===== src/rtl/gost_28147_89_gamma.sv =====
// GOST 28147-89 gamma (counter) mode controller wrapped around an external block core.
// Optional macro GOST_GAMMA_PREFETCH_EN adds a 1-entry gamma buffer computed ahead of demand.
module gost_28147_89_gamma #(
    parameter logic [31:0] C1 = 32'h01010104,
    parameter logic [31:0] C2 = 32'h01010101
) (
    input  logic        clk,
    input  logic        rst_n,
    input  logic        start,
    input  logic [63:0] iv,
    output logic        busy,
    input  logic        in_valid,
    output logic        in_ready,
    input  logic [63:0] in_data,
    output logic        out_valid,
    input  logic        out_ready,
    output logic [63:0] out_data,
    output logic        core_mode,
    output logic        core_load,
    output logic [63:0] core_pdata,
    input  logic        core_done,
    input  logic [63:0] core_cdata
);
    typedef enum logic [2:0] {IDLE, SYNC_LD, SYNC_WAIT, STEP, GAM_WAIT, OUT} state_t;

    state_t      state;
    logic [31:0] n3, n4;
    logic [31:0] n3_next, n4_next;
    logic [32:0] n4_sum;
    logic        done_ok;

    assign core_mode = 1'b0;
    assign n3_next   = n3 + C2;
    assign n4_sum    = {1'b0, n4} + {1'b0, C1};
    // End-around carry gives addition mod 2^32-1; 32'hFFFFFFFF survives as a legal value.
    assign n4_next   = n4_sum[31:0] + {31'd0, n4_sum[32]};
    // A done coinciding with our own load belongs to the previous run.
    assign done_ok   = core_done & ~core_load;

`ifndef GOST_GAMMA_PREFETCH_EN
    logic [63:0] data_latch;

    always_ff @(posedge clk or negedge rst_n) begin
        if (!rst_n) begin
            state      <= IDLE;
            in_ready   <= 1'b0;
            out_valid  <= 1'b0;
            busy       <= 1'b0;
            core_load  <= 1'b0;
            core_pdata <= '0;
            out_data   <= '0;
            n3         <= '0;
            n4         <= '0;
            data_latch <= '0;
        end else begin
            core_load <= 1'b0;
            if (start) begin
                state      <= SYNC_LD;
                core_pdata <= iv;
                core_load  <= 1'b1;
                busy       <= 1'b1;
                in_ready   <= 1'b0;
                out_valid  <= 1'b0;
            end else begin
                case (state)
                    IDLE: ;
                    SYNC_LD: state <= SYNC_WAIT;
                    SYNC_WAIT: if (done_ok) begin
                        n3       <= core_cdata[31:0];
                        n4       <= core_cdata[63:32];
                        busy     <= 1'b0;
                        in_ready <= 1'b1;
                        state    <= STEP;
                    end
                    STEP: if (in_valid && in_ready) begin
                        data_latch <= in_data;
                        n3         <= n3_next;
                        n4         <= n4_next;
                        core_pdata <= {n4_next, n3_next};
                        core_load  <= 1'b1;
                        in_ready   <= 1'b0;
                        state      <= GAM_WAIT;
                    end
                    GAM_WAIT: if (done_ok) begin
                        out_data  <= data_latch ^ core_cdata;
                        out_valid <= 1'b1;
                        state     <= OUT;
                    end
                    OUT: if (out_ready) begin
                        out_valid <= 1'b0;
                        in_ready  <= 1'b1;
                        state     <= STEP;
                    end
                    default: state <= IDLE;
                endcase
            end
        end
    end
`else
    // OUT here means "gamma buffered"; the next core run starts whenever the buffer empties.
    logic [63:0] gamma;

    assign in_ready = (state == OUT) && (!out_valid || out_ready);

    always_ff @(posedge clk or negedge rst_n) begin
        if (!rst_n) begin
            state      <= IDLE;
            out_valid  <= 1'b0;
            busy       <= 1'b0;
            core_load  <= 1'b0;
            core_pdata <= '0;
            out_data   <= '0;
            n3         <= '0;
            n4         <= '0;
            gamma      <= '0;
        end else begin
            core_load <= 1'b0;
            if (out_valid && out_ready)
                out_valid <= 1'b0;
            if (start) begin
                state      <= SYNC_LD;
                core_pdata <= iv;
                core_load  <= 1'b1;
                busy       <= 1'b1;
                out_valid  <= 1'b0;
            end else begin
                case (state)
                    IDLE: ;
                    SYNC_LD: state <= SYNC_WAIT;
                    SYNC_WAIT: if (done_ok) begin
                        n3    <= core_cdata[31:0];
                        n4    <= core_cdata[63:32];
                        busy  <= 1'b0;
                        state <= STEP;
                    end
                    STEP: begin
                        n3         <= n3_next;
                        n4         <= n4_next;
                        core_pdata <= {n4_next, n3_next};
                        core_load  <= 1'b1;
                        state      <= GAM_WAIT;
                    end
                    GAM_WAIT: if (done_ok) begin
                        gamma <= core_cdata;
                        state <= OUT;
                    end
                    OUT: if (in_valid && in_ready) begin
                        out_data  <= in_data ^ gamma;
                        out_valid <= 1'b1;
                        state     <= STEP;
                    end
                    default: state <= IDLE;
                endcase
            end
        end
    end
`endif

endmodule

===== config.mk =====
export PLATFORM = sky130hd
export DESIGN_NAME = gost_28147_89_gamma
export DESIGN_NICKNAME = d
export VERILOG_FILES = /design/src/rtl/gost_28147_89_gamma.sv
export SDC_FILE = /design/constraint.sdc
export NUM_CORES = 1
export LEC_CHECK = 0
export BUFFER_PORTS_ARGS = -buffer_cell sky130_fd_sc_hd__buf_2
export CORE_MARGIN = 4
export CORE_UTILIZATION = 32
export CTS_CLUSTER_SIZE = 24
export DETAILED_ROUTE_END_ITERATION = 8
export PLACE_DENSITY_LB_ADDON = 0.12
export SETUP_SLACK_MARGIN = 0.5
export SLEW_MARGIN = 20
export SYNTH_ARGS = -nofsm -noshare
export SYNTH_HDL_FRONTEND = slang
export SYNTH_SLANG_ARGS = --single-unit

===== constraint.sdc =====
create_clock -name clk -period 4.7 [get_ports clk]
set_input_delay 0.47 -clock clk [delete_from_list [all_inputs] [get_ports clk]]
set_output_delay 0.47 -clock clk [all_outputs]
set_load 0.02 [all_outputs]

==> metrics.cfg <==
[critical_path]
cp-startpoint=n4[18]
setup.worst_path.end_class=flip-flop
critPathMaxStageDelay_ns=0.56
worstSetupPathType=reg2reg
cp.buffers_inverters=1
rr_startpoint=n4[18]
worstPathRequired_ns=5.22
rrSetupSlack_ns=0.80
cp_max_fo=6
worst-r2r-cell-count=16
cp-start-kind=flip-flop
worstPathArrival_ns=4.42
timing.rr.end=core_pdata[60]
crit_family=simple AND/OR/NAND/NOR gates
worst_path_max_delay_cell=or4_1
crit_chain=nand4_1 -> nor2_2 -> o21ai_1 -> nor2_2 -> nand3_2 -> nor3_4 -> ha_2 -> ha_2 -> nand2_1 -> or4_1 -> or2_4 -> nor4_4 -> buf_6 -> nand3_1 -> or3_1 -> nand3_1

[sta]
fin_ws_ns=0.800
fin_crit_sh_pct=83.0
clock.fmax_ghz=0.256
setup_tns_ns=0
final-setup-viol-count=0
maxSlewViolCount=0
hold_ws_ns=0.0737
relSlewSlack_pct=37.1
tightest_slew_ns=0.944
hold_viol=0
post-route-min-period_ns=3.90
rsz0062_at_grt=false
clock_skew_ns=0.0214

[clocking]
clk_path_buf_depth=3
clk_pin_slew_ns=0.06
insertion_delay_ns=0.58
htreeDepth=1
cts_root_buffer=clkbuf_16
cts.sinks=263
cts_buffers=31
cts_tree=done

[logic_synthesis]
yosysWarnings=0
synthTopCellsByArea=dfrtp_1, nand2_1, xnor2_1
synth_common_cells=nand2_1, dfrtp_1, o21ai_0
syn_area_um2=13900
synth_top_area_share_pct=47.5
ys_seq_elements=263
synth.avg_cell_area_um2=8.65
synth_edf_count=0
synth_cells=1603
synth_fp_nets=1807
ys_seq_area_share_pct=47.5
synth_flop_cell=dfrtp_1
async_flop_share_pct=100
synth_area_leader_cell=dfrtp_1
yosysMostFrequentCell=nand2_1
synth_cell_types=79

[drt]
viasPerCell=4.93
drt-pass1-iter-count=5
wl_per_cell_um=19.1
drt_iter0_drc=700
vias=12390
totalWireLength_um=48100
ant_nets=0
drc=0

[min_path]
hp-start=in_data[8]
hp-class=in2reg
whs_endpoint=data_latch[8]
hold_path_depth=3

[floorplan]
placementRows=76
design.core.area_um2=43000
chipWidth_um=216
io_pins=331
die_h_um=216
floorplan.initialDensity_pct=32.3
die_area_um2=46700

[run]
cap_viol_max_count=0

[global_route]
met3_usage_pct=4.01
grt_max_degree=99
grt_pass1_vias=12253
track_usage_pct=19.9
grt_antenna_before_repair=1
use_met1_pct=29.5
grt_pass1_wl_um=73800
busiest_layer=met2
grt_overflow_total=0
grtUsageMet2_pct=30.1

[power_and_ir_drop]
leakagePower_nw=8.04
power_frac_comb_pct=25.1
p_sw_mw=2.35
p_seq_share_pct=39.8
swShare_pct=33.0
irDropWorstVdd_mv=0.286
p_int_mw=4.79
p_clk_share_pct=35.1
power_density_nw_per_um2=411

[status]
outcome=finished clean

[placement]
numPortBuffers=329
dp_hpwl_um=34200
dp_slack_ns=0.225
gp_congestion=0.842

[cells_and_area]
finalNetCount=2113
drive_above_1_share_pct=24.6
syn_to_final_growth_pct=25.1

-- cell usage in the layout, fill, tap and decap left out, types with 5 or more instances in the layout --
master and n:
buf_4 49, o21ai_1 11, o22ai_1 10, o21ai_0 171, nand3_1 29, or3_1 5
or2_2 5, a31oi_1 12, nor2_1 89, nor3b_1 22, dfrtp_1 252, and2_1 10
mux2i_1 29, nand2_1 392, clkbuf_16 31, nor4_1 9, and4_1 7, nor2b_1 9
a22oi_1 10, xnor2_1 115, clkbuf_8 7, clkbuf_1 5, and3_1 16, o211ai_1 8
nor3_1 23, o31ai_1 6, nand4_1 13, inv_1 16, a21oi_1 97, dfrtp_2 11
nand2b_1 9, xor2_1 17, buf_2 327
-- stage by stage --
stage          instance area [um^2]  cells  util [%]  power (mW)
3_5_place_dp                  16100   2436      37.4        4.58
6_report                      17400   2514      40.4        7.14
5_1_grt                       17400   2514      40.4        7.56
2_1_floorplan                 13900   1603         -        3.96
4_1_cts                       17100   2489      39.9        7.14
3_3_place_gp                  16100   2436      37.4        4.56
-- cells by family after synthesis --
group	Yosys count	synth area share [%]
simple gates	675	22.3
xor+xnor	132	8.34
flops	263	47.5
other cells	1	0.0270
fa+ha+maj	6	0.541
mux	29	2.09
buf+inv	123	3.68
compound gates	374	15.6
-- tightest hold or removal path, cell delays in order --
cell and delay, ns:
buf_2 0.07, nand2_1 0.04, nand2_1 0.04
-- power by group through the flow --
| stage | combinational [mW] | sequential (mW) | clock, mW |
|---|---|---|---|
| final | 1.79 | 2.84 | 2.51 |
| after global routing | 1.99 | 2.88 | 2.69 |
| after CTS | 1.71 | 2.85 | 2.59 |
| after detailed placement | 1.69 | 2.89 | 0 |
| after global placement | 1.69 | 2.87 | 0 |
| after floorplan | 1.13 | 2.84 | 0 |
-- cell type report --
class                   count  area, um^2
diodes                      1        2.50
well taps                 585         732
clock buffers              43         891
inverters                  16        60.1
clock inverters             9         149
repair buffers            380        2060
fillers                  4466       25600
multi-input cells        1217        6860
flip-flops and latches    263        6600
-- state kept, by name, summed over array words and instances, names as in the netlist --
signal,cells
n3,32
core_pdata,64
in_ready,1
state,3
data_latch,64
out_valid,1
core_load,1
busy,1
n4,32
out_data,64
-- how the worst max path moves through the flow --
stage          cells past startpoint              to  slack, ns
3_3_place_gp                      16  core_pdata[60]       0.39
6_report                          16  core_pdata[60]       0.80
4_1_cts                           16  core_pdata[62]       0.51
2_1_floorplan                     17  core_pdata[60]       0.61
5_1_grt                           16  core_pdata[60]       0.51
3_5_place_dp                      16          n4[30]       0.22
-- metal layers --
layer,wire (um),vias to the layer above
met5,0,-
met4,914,0
met3,2970,56
met2,20900,337
met1,23300,5922
li1,-,6075
-- repair_timing --
action | 4_1_cts | 5_1_grt
gates cloned | 0 | 0
hold buffers | 1 | 0
endpoints found under the hold margin | 56 | 0
endpoints found under the setup margin | 19 | 22
buffers inserted | 0 | 24
pin swaps | 0 | 6
gates resized for setup | 9 | 12
Power figures use the tool's default switching activity.
